`src/rtl/sram_rmw_initiator_if.sv`:
```
// Request/response handshake plus single-port SRAM bus used by sram_rmw_initiator.
// master = front end and SRAM macro side, slave = the initiator itself.
interface sram_rmw_initiator_if #(
    parameter int unsigned NumWords  = 1024,
    parameter int unsigned DataWidth = 128,
    parameter int unsigned ByteWidth = 8,
    parameter int unsigned AddrWidth = (NumWords > 1) ? $clog2(NumWords) : 1,
    parameter int unsigned BeWidth   = (DataWidth + ByteWidth - 1) / ByteWidth
);
    logic                 req_valid_i;
    logic                 req_ready_o;
    logic                 req_we_i;
    logic [AddrWidth-1:0] req_addr_i;
    logic [DataWidth-1:0] req_wdata_i;
    logic [BeWidth-1:0]   req_be_i;
    logic                 rsp_valid_o;
    logic                 rsp_ready_i;
    logic [DataWidth-1:0] rsp_rdata_o;
    logic                 rsp_err_o;
    logic                 sram_req_o;
    logic                 sram_we_o;
    logic [AddrWidth-1:0] sram_addr_o;
    logic [DataWidth-1:0] sram_wdata_o;
    logic [BeWidth-1:0]   sram_be_o;
    logic [DataWidth-1:0] sram_rdata_i;
    logic                 init_done_o;

    modport master (
        output req_valid_i, req_we_i, req_addr_i, req_wdata_i, req_be_i, rsp_ready_i, sram_rdata_i,
        input  req_ready_o, rsp_valid_o, rsp_rdata_o, rsp_err_o,
        input  sram_req_o, sram_we_o, sram_addr_o, sram_wdata_o, sram_be_o, init_done_o
    );

    modport slave (
        input  req_valid_i, req_we_i, req_addr_i, req_wdata_i, req_be_i, rsp_ready_i, sram_rdata_i,
        output req_ready_o, rsp_valid_o, rsp_rdata_o, rsp_err_o,
        output sram_req_o, sram_we_o, sram_addr_o, sram_wdata_o, sram_be_o, init_done_o
    );
endinterface

```
`src/rtl/sram_rmw_initiator.sv`:
```
// Single-port SRAM initiator: one outstanding request, partial byte-enable writes become read-merge-write.
// Optional power-on zero sweep of the whole array when SRAM_RMW_INIT_CLEAR_EN is defined.
module sram_rmw_initiator #(
    parameter int unsigned NumWords  = 1024,
    parameter int unsigned DataWidth = 128,
    parameter int unsigned ByteWidth = 8,
    localparam int unsigned AddrWidth = (NumWords > 1) ? $clog2(NumWords) : 1,
    localparam int unsigned BeWidth   = (DataWidth + ByteWidth - 1) / ByteWidth
) (
    input logic                 clk_i,
    input logic                 rst_ni,
    sram_rmw_initiator_if.slave bus
);
    typedef enum logic [2:0] {
`ifdef SRAM_RMW_INIT_CLEAR_EN
        INIT,
`endif
        IDLE,
        RD_WAIT,
        RMW_WAIT,
        RSP
    } state_e;

`ifdef SRAM_RMW_INIT_CLEAR_EN
    localparam state_e             ResetState = INIT;
    localparam logic [AddrWidth:0] LastAddr   = (AddrWidth + 1)'(NumWords - 1);
    logic [AddrWidth:0] cnt_q;
`else
    localparam state_e ResetState = IDLE;
`endif

    state_e               state_q;
    logic [AddrWidth-1:0] addr_q;
    logic [DataWidth-1:0] wdata_q;
    logic [BeWidth-1:0]   be_q;
    logic [DataWidth-1:0] rdata_q;
    logic                 err_q;

    logic                 in_range;
    logic                 be_full;
    logic                 be_none;
    logic                 sram_req;
    logic                 sram_we;
    logic [AddrWidth-1:0] sram_addr;
    logic [DataWidth-1:0] sram_wdata;

    function automatic logic [DataWidth-1:0] merge_lanes(input logic [DataWidth-1:0] old_word,
                                                         input logic [DataWidth-1:0] new_word,
                                                         input logic [BeWidth-1:0]   be);
        logic [DataWidth-1:0] res;
        for (int i = 0; i < DataWidth; i++) begin
            res[i] = be[i / ByteWidth] ? new_word[i] : old_word[i];
        end
        return res;
    endfunction

    // Only a non-power-of-two array can see addresses past its end.
    if ((1 << AddrWidth) > NumWords) begin : g_range_check
        assign in_range = {1'b0, bus.req_addr_i} < (AddrWidth + 1)'(NumWords);
    end else begin : g_range_full
        assign in_range = 1'b1;
    end

    assign be_full = &bus.req_be_i;
    assign be_none = ~|bus.req_be_i;

    always_comb begin
        sram_req   = 1'b0;
        sram_we    = 1'b0;
        sram_addr  = '0;
        sram_wdata = '0;
        if (rst_ni) begin
            unique case (state_q)
`ifdef SRAM_RMW_INIT_CLEAR_EN
                INIT: begin
                    sram_req  = 1'b1;
                    sram_we   = 1'b1;
                    sram_addr = cnt_q[AddrWidth-1:0];
                end
`endif
                IDLE: begin
                    // Reads and partial writes both start with a read; only full writes write here.
                    if (bus.req_valid_i && in_range && !(bus.req_we_i && be_none)) begin
                        sram_req   = 1'b1;
                        sram_we    = bus.req_we_i && be_full;
                        sram_addr  = bus.req_addr_i;
                        sram_wdata = sram_we ? bus.req_wdata_i : '0;
                    end
                end
                RMW_WAIT: begin
                    sram_req   = 1'b1;
                    sram_we    = 1'b1;
                    sram_addr  = addr_q;
                    sram_wdata = merge_lanes(bus.sram_rdata_i, wdata_q, be_q);
                end
                default: ;
            endcase
        end
    end

    always_ff @(posedge clk_i or negedge rst_ni) begin
        if (!rst_ni) begin
            state_q <= ResetState;
            addr_q  <= '0;
            wdata_q <= '0;
            be_q    <= '0;
            rdata_q <= '0;
            err_q   <= 1'b0;
`ifdef SRAM_RMW_INIT_CLEAR_EN
            cnt_q   <= '0;
`endif
        end else begin
            unique case (state_q)
`ifdef SRAM_RMW_INIT_CLEAR_EN
                INIT: begin
                    cnt_q <= cnt_q + 1'b1;
                    if (cnt_q == LastAddr) state_q <= IDLE;
                end
`endif
                IDLE: begin
                    if (bus.req_valid_i) begin
                        rdata_q <= '0;
                        err_q   <= !in_range;
                        if (!in_range || (bus.req_we_i && (be_none || be_full))) begin
                            state_q <= RSP;
                        end else if (!bus.req_we_i) begin
                            state_q <= RD_WAIT;
                        end else begin
                            addr_q  <= bus.req_addr_i;
                            wdata_q <= bus.req_wdata_i;
                            be_q    <= bus.req_be_i;
                            state_q <= RMW_WAIT;
                        end
                    end
                end
                RD_WAIT: begin
                    rdata_q <= bus.sram_rdata_i;
                    state_q <= RSP;
                end
                RMW_WAIT: state_q <= RSP;
                RSP: if (bus.rsp_ready_i) state_q <= IDLE;
                default: state_q <= ResetState;
            endcase
        end
    end

    assign bus.req_ready_o  = (state_q == IDLE);
    assign bus.rsp_valid_o  = (state_q == RSP);
    assign bus.rsp_rdata_o  = rdata_q;
    assign bus.rsp_err_o    = err_q;
    assign bus.sram_req_o   = sram_req;
    assign bus.sram_we_o    = sram_we;
    assign bus.sram_addr_o  = sram_addr;
    assign bus.sram_wdata_o = sram_wdata;
    assign bus.sram_be_o    = {BeWidth{sram_req}};
`ifdef SRAM_RMW_INIT_CLEAR_EN
    assign bus.init_done_o  = (state_q != INIT);
`else
    assign bus.init_done_o  = 1'b1;
`endif
endmodule

```
`src/flat_wrapper.sv`:
```
// flat-port wrapper written by rule: the top's interface ports become plain ports
module sram_rmw_initiator_flat 
#(
    parameter int unsigned NumWords  = 1024,
    parameter int unsigned DataWidth = 128,
    parameter int unsigned ByteWidth = 8,
    localparam int unsigned AddrWidth = (NumWords > 1) ? $clog2(NumWords) : 1,
    localparam int unsigned BeWidth   = (DataWidth + ByteWidth - 1) / ByteWidth
)
  (clk_i, rst_ni, bus_req_valid_i, bus_req_we_i, bus_req_addr_i, bus_req_wdata_i, bus_req_be_i, bus_rsp_ready_i, bus_sram_rdata_i, bus_req_ready_o, bus_rsp_valid_o, bus_rsp_rdata_o, bus_rsp_err_o, bus_sram_req_o, bus_sram_we_o, bus_sram_addr_o, bus_sram_wdata_o, bus_sram_be_o, bus_init_done_o);
  sram_rmw_initiator_if #(.NumWords(NumWords), .DataWidth(DataWidth), .ByteWidth(ByteWidth)) bus_i ();
  input logic clk_i;
  input logic rst_ni;
  input wire logic [$bits(bus_i.req_valid_i)-1:0] bus_req_valid_i;
  input wire logic [$bits(bus_i.req_we_i)-1:0] bus_req_we_i;
  input wire logic [$bits(bus_i.req_addr_i)-1:0] bus_req_addr_i;
  input wire logic [$bits(bus_i.req_wdata_i)-1:0] bus_req_wdata_i;
  input wire logic [$bits(bus_i.req_be_i)-1:0] bus_req_be_i;
  input wire logic [$bits(bus_i.rsp_ready_i)-1:0] bus_rsp_ready_i;
  input wire logic [$bits(bus_i.sram_rdata_i)-1:0] bus_sram_rdata_i;
  output wire logic [$bits(bus_i.req_ready_o)-1:0] bus_req_ready_o;
  output wire logic [$bits(bus_i.rsp_valid_o)-1:0] bus_rsp_valid_o;
  output wire logic [$bits(bus_i.rsp_rdata_o)-1:0] bus_rsp_rdata_o;
  output wire logic [$bits(bus_i.rsp_err_o)-1:0] bus_rsp_err_o;
  output wire logic [$bits(bus_i.sram_req_o)-1:0] bus_sram_req_o;
  output wire logic [$bits(bus_i.sram_we_o)-1:0] bus_sram_we_o;
  output wire logic [$bits(bus_i.sram_addr_o)-1:0] bus_sram_addr_o;
  output wire logic [$bits(bus_i.sram_wdata_o)-1:0] bus_sram_wdata_o;
  output wire logic [$bits(bus_i.sram_be_o)-1:0] bus_sram_be_o;
  output wire logic [$bits(bus_i.init_done_o)-1:0] bus_init_done_o;
  assign bus_i.req_valid_i = bus_req_valid_i;
  assign bus_i.req_we_i = bus_req_we_i;
  assign bus_i.req_addr_i = bus_req_addr_i;
  assign bus_i.req_wdata_i = bus_req_wdata_i;
  assign bus_i.req_be_i = bus_req_be_i;
  assign bus_i.rsp_ready_i = bus_rsp_ready_i;
  assign bus_i.sram_rdata_i = bus_sram_rdata_i;
  assign bus_req_ready_o = bus_i.req_ready_o;
  assign bus_rsp_valid_o = bus_i.rsp_valid_o;
  assign bus_rsp_rdata_o = bus_i.rsp_rdata_o;
  assign bus_rsp_err_o = bus_i.rsp_err_o;
  assign bus_sram_req_o = bus_i.sram_req_o;
  assign bus_sram_we_o = bus_i.sram_we_o;
  assign bus_sram_addr_o = bus_i.sram_addr_o;
  assign bus_sram_wdata_o = bus_i.sram_wdata_o;
  assign bus_sram_be_o = bus_i.sram_be_o;
  assign bus_init_done_o = bus_i.init_done_o;
  sram_rmw_initiator #(.NumWords(NumWords), .DataWidth(DataWidth), .ByteWidth(ByteWidth)) u_core (.clk_i(clk_i), .rst_ni(rst_ni), .bus(bus_i));
endmodule
```
`config.mk`:
```
export PLATFORM = sky130hd
export DESIGN_NAME = sram_rmw_initiator_flat
export DESIGN_NICKNAME = d
export VERILOG_FILES = /design/src/rtl/sram_rmw_initiator_if.sv /design/src/rtl/sram_rmw_initiator.sv /design/src/flat_wrapper.sv
export SDC_FILE = /design/constraint.sdc
export NUM_CORES = 1
export LEC_CHECK = 0
export ABC_AREA = 0
export ABC_CLOCK_PERIOD_IN_PS = 7900
export BUFFER_PORTS_ARGS = -buffer_cell sky130_fd_sc_hd__buf_2
export CAP_MARGIN = 10
export CORE_AREA = 2 2 221 223
export DETAILED_ROUTE_END_ITERATION = 12
export DIE_AREA = 0 0 223 225
export PLACE_DENSITY_LB_ADDON = 0.1
export SLEW_MARGIN = 20
export SYNTH_ARGS = -nofsm -noshare
export SYNTH_HDL_FRONTEND = slang
export SYNTH_SLANG_ARGS = --single-unit
```
`constraint.sdc`:
```
create_clock -name clk_i -period 7.9 [get_ports clk_i]
set_input_delay 2.37 -clock clk_i [delete_from_list [all_inputs] [get_ports clk_i]]
set_output_delay 2.37 -clock clk_i [all_outputs]
set_load 0.02 [all_outputs]
```
# After elaboration in Yosys (flattened, before gate mapping)
# Cells that the tools add are included.
word_totals:
  ff_bits: 285
  ramBits: 0
  input_bits: 287
  output_inout_bits: 288
  mem_count: 0
  word_cells: 174
  latch_bits: 0
  romBits: 0
op_classes:
  mul: 0
  div_mod_pow: 0
  shifts: 0
  n_eq_ne: 5
  n_bitwise: 1
  n_lt_le_gt_ge: 0
  reduce_logical: 15
  n_addsub: 0
  mux: 148
ops:
  columns: ["cell", "n"]
  rows:
  - ["128-bit 2-to-1 mux", 4]
  - ["128-bit case mux with 2 select lines", 2]
  - ["1-bit 2-to-1 mux", 132]
  - ["10-bit 2-to-1 mux", 2]
  - ["10-bit case mux with 2 select lines", 1]
  - ["16-bit AND reduction", 1]
  - ["16-bit OR reduction", 1]
  - ["3-bit 2-to-1 mux", 3]
  - ["3-bit case mux with 3 select lines", 1]
  - ["3-bit by 2-bit equality test with 1-bit output (second input constant)", 2]
  - ["1-bit logical AND", 4]
  - ["2-bit inequality test (second input constant)", 2]
  - ["1-bit case mux with 2 select lines", 2]
  - ["2-bit AND reduction", 2]
  - ["4-bit AND reduction", 1]
  - ["3-bit by 1-bit equality test with 1-bit output (second input constant)", 1]
  - ["3-bit logical NOT", 1]
  - ["1-bit logical NOT", 2]
  - ["2-bit 2-to-1 mux", 1]
  - ["2-bit nonzero test", 1]
  - ["2-bit OR reduction", 1]
  - ["1-bit logical OR", 1]
  - ["1-bit inverter", 1]

# Depth between registers and ports, before layout
logic_depth:
  ltp_word: 8
  depth_mapped: 8
  ltp_nobuf: 5

# Worst setup path before layout
# No wires, ideal clock.
synth_timing:
  kind: "in2out"
  start: "input bus_req_be_i[5]"
  end: "output bus_sram_be_o[0]"
  t_required_ns: 5.530
  path_buffers: 1
  arrival_time_ns: 4.498
  stages: 5
  setup_slack_ns: 1.032
  cell_sequence: "nor4_1 -> and4_1 -> a21o_1 -> a21boi_0 -> buf_4"
synth_between:
  elab_chain_len: 8
synth_rtl:
  columns: ["item", "line", "text"]
  rows:
  - ["start: declaration", "flat_wrapper.sv:18", "input wire logic [$bits(bus_i.req_be_i)-1:0] bus_req_be_i;"]
  - ["16-bit OR reduction", "sram_rmw_initiator.sv:65", "assign be_none = ~|bus.req_be_i;"]
  - ["1-bit logical NOT", "sram_rmw_initiator.sv:65", null]
  - ["1-bit logical AND", "sram_rmw_initiator.sv:83", "if (bus.req_valid_i && in_range && !(bus.req_we_i && be_none)) begin"]
  - ["1-bit logical NOT", "sram_rmw_initiator.sv:83", null]
  - ["1-bit logical AND", "sram_rmw_initiator.sv:83", null]
  - ["1-bit 2-to-1 mux", "sram_rmw_initiator.sv:83", null]
  - ["1-bit case mux with 2 select lines", "sram_rmw_initiator.sv:73", "unique case (state_q)"]
  - ["1-bit 2-to-1 mux", "sram_rmw_initiator.sv:72", "if (rst_ni) begin"]
  - ["end: declaration", "flat_wrapper.sv:29", "output wire logic [$bits(bus_i.sram_be_o)-1:0] bus_sram_be_o;"]
# Every way passes these cells.

# Final worst setup path
layout_timing:
  start: "input bus_req_be_i[9]"
  end: "output bus_sram_wdata_o[65]"
layout_between:
  elab_chain_len: 8
  elab_cells_between_ends: 11
  cone_classes: "mux: 4; reduce/logical: 7"
layout_rtl:
  columns: ["item", "line", "text"]
  rows:
  - ["16-bit OR reduction", "sram_rmw_initiator.sv:65", null]
  - ["1-bit logical NOT", "sram_rmw_initiator.sv:65", null]
  - ["1-bit logical AND", "sram_rmw_initiator.sv:83", null]
  - ["1-bit logical NOT", "sram_rmw_initiator.sv:83", null]
  - ["1-bit logical AND", "sram_rmw_initiator.sv:83", null]
  - ["128-bit 2-to-1 mux *", "sram_rmw_initiator.sv:83", null]
  - ["128-bit case mux with 2 select lines *", "sram_rmw_initiator.sv:73", null]
  - ["128-bit 2-to-1 mux *", "sram_rmw_initiator.sv:72", null]
  - ["end: declaration", "flat_wrapper.sv:28", "output wire logic [$bits(bus_i.sram_wdata_o)-1:0] bus_sram_wdata_o;"]
# Mark *: on every way between the ends. The rest lies on a longest branch, timed or not.

==> flow_summary.json <==
{
  "outcome": "complete, but fails checks",
  "violations": "slew limit",
  "drtIter0Drc": 729,
  "worst_slew_pin_slew_ns": 1.53,
  "worst-r2r-setup-slack_ns": 4.74,
  "fp.coreArea_um2": 47500,
  "firstDrtPassIters": 5,
  "die_area_um2": 50200,
  "io-pin-count": 575,
  "post_cts_buffers": 0,
  "clkLatencyLatePin_ns": 0.54,
  "grt_pass1_wl_mm": 80.4,
  "rr_worst_depth": 6,
  "path_clk_slew_ns": 0.05,
  "worstSetupPathType": "primary input to output pin",
  "fillers": 4732,
  "dp_cells": 2227,
  "numCtsBuffers": 36,
  "slew_violations": 28,
  "min_path_cells": 1,
  "final_common_cell": "buf_2",
  "start_util": 0.296,
  "placed_cell_area_um2": 17300,
  "grt_pass1_vias": 12300,
  "p_sw_mw": 3.12,
  "crit_start": "bus_req_be_i[9]",
  "instances_no_fill": 2298,
  "worstPathMaxFanout": 68,
  "nNetsFinal": 1942,
  "gr-total-overflow": 0,
  "grt_max_degree": 155,
  "route.vias.total": 12000,
  "worstPathArrival_ns": 4.61,
  "clockPowerShare": 0.220,
  "skew_ns": 0.0161,
  "finalWeightedCongestion": 0.801,
  "maxSlewHeadroom": -0.0176,
  "drc": 0,
  "area_delta_synth_final_pct": 31.7,
  "ctsHtreeMaxLevel": 2,
  "mostFrequentLayoutCells": "buf_2, dfrtp_1, mux2_2",
  "ys_seq_area_frac": 0.504,
  "globalRouteTotalUtil": 0.211,
  "min_from": "u_core.bus.rsp_rdata_o[24]",
  "p_sw_frac": 0.405,
  "yosysUniqueCellTypes": 30,
  "netlist_area_um2": 14100,
  "p_total_mw": 7.70,
  "r2r_end": "u_core.wdata_q[17]",
  "ant_nets": 0,
  "hold_path_class": "flip-flop to flip-flop",
  "postSynthCellCount": 1159,
  "max-cap-violations": 0,
  "start_kind": "primary input",
  "ys_seq_elements": 284,
  "cp-end-kind": "output pin",
  "antenna_found_initial": 18,
  "fp.dieW_um": 223,
  "setup_viol": 0,
  "cts.sinks": 284,
  "seqPwrFrac": 0.347,
  "min_to": "u_core.bus.rsp_rdata_o[24]",
  "post-route-min-period_ns": 6.98,
  "die_h_um": 225,
  "postCtsHoldBufs": 0,
  "detailed_place_hpwl_mm": 37.3,
  "required_ns": 5.53,
  "drt-total-wl_mm": 55.1,
  "root_buffer": "clkbuf_16",
  "cts_tree": "done",
  "drive_gt1_frac": 0.483,
  "timing.rr.start": "u_core.state_q[0]",
  "fmax_mhz": 143,
  "portBuffers": 572,
  "grt_setup_unrepaired": "no",
  "hold_viol_final": 0,
  "synth_fp_nets": 1450,
  "vdd_drop_max_mv": 0.157,
  "yosysWarnings": 0,
  "setup-tns-final_ns": 0,
  "min_period_over_period": 0.884,
  "p_leak_nw": 9.17,
  "vias_per_cell": 5.22,
  "cts_resized": 0,
  "final_area_um2": 18600,
  "pwr-share-comb": 0.433,
  "synth_area_per_cell_um2": 12.2,
  "row_count": 80,
  "p_int_mw": 4.58,
  "powerDensity_nw_per_um2": 415,
  "clk_path_buf_depth": 3,
  "avgRoutedWirePerCell_um": 24.0
}
-- metrics by stage --
| step | setup WS, ns | utilization | hold slack, ns |
|---|---|---|---|
| 3_3_place_gp | 0.894 | 0.364 | 0.483 |
| 2_1_floorplan | 1.03 | - | 0.480 |
| 4_1_cts | 0.889 | 0.390 | 0.502 |
| 6_report | 0.918 | 0.391 | 0.495 |
| 5_1_grt | 0.789 | 0.390 | 0.507 |
| 3_5_place_dp | 0.912 | 0.364 | 0.485 |
-- cell type report --
class	instances	area, um2	share of cell area
well taps	615	769	0.0414
flip-flops and latches	284	7110	0.383
clock buffers	54	1080	0.0582
multi-input cells	731	6350	0.342
inverters	4	15.0	0.000809
repair buffers	594	3110	0.167
clock inverters	8	120	0.00647
diodes	8	20.0	0.00108
-- per-layer routing --
layer	routed length (um)	GRT usage
met4	1390	0.0725
met2	26800	0.350
met3	3580	0.0522
met5	124	0
met1	23200	0.268
-- cells by family after synthesis --
group                    synth area share
flip-flops                          0.504
multiplexers                        0.215
adder cells (fa/ha/maj)           0.00355
AND/OR/NAND/NOR                    0.0483
buffers and inverters              0.0494
AO/OA/AOI/OAI                       0.179
other                            0.000533
-- worst max path at each step --
stage                           end  cells after the start  slack [ns]
2_1_floorplan      bus_sram_be_o[0]                      5        1.03
3_3_place_gp       bus_sram_be_o[7]                      7        0.89
3_5_place_dp       bus_sram_be_o[1]                      7        0.91
4_1_cts            bus_sram_be_o[1]                      7        0.89
5_1_grt            bus_sram_be_o[8]                      7        0.79
6_report       bus_sram_wdata_o[65]                      7        0.92
-- cell usage after synthesis, drive strengths merged --
library cell  number  area share
clkbuf            72       0.019
conb               2     0.00053
o21ai             12      0.0043
nor3b              1     0.00053
buf               68       0.029
o21a               2      0.0011
a21o               2      0.0011
and4               1     0.00062
mux2i            129       0.092
nand4              5      0.0022
nand2             11      0.0029
nor2             128       0.034
ha                 4      0.0036
a21boi             1     0.00053
and2               2     0.00089
a22o             129       0.080
a221o              1     0.00071
inv                4      0.0011
nand2b             1     0.00044
mux2             154        0.12
nor3               1     0.00035
nand3             11      0.0039
nor4               4      0.0018
or4                1     0.00053
a32o             128       0.091
a311oi             1     0.00062
dfrtp            284        0.50
-- power groups by stage --
stage,clock network [mW],logic [mW],registers [mW]
3_3_place_gp,0,3.34,2.68
3_5_place_dp,0,3.36,2.69
5_1_grt,1.80,3.59,2.76
2_1_floorplan,0,2.15,2.74
4_1_cts,1.74,3.36,2.67
6_report,1.69,3.34,2.67
-- state kept, by name, summed over array words and instances (netlist names) --
name                    count
u_core.addr_q              10
u_core.be_q                16
u_core.bus.rsp_rdata_o    128
u_core.state_q              2
u_core.wdata_q            128
-- critical path, cell delays in order --
cell	delay, ns
buf_2	0.16
nand4_1	0.20
or4_1	0.62
nor3_2	0.31
buf_12	0.34
a32o_1	0.30
buf_2	0.19
No activity file was read; power rests on OpenSTA's default activity.
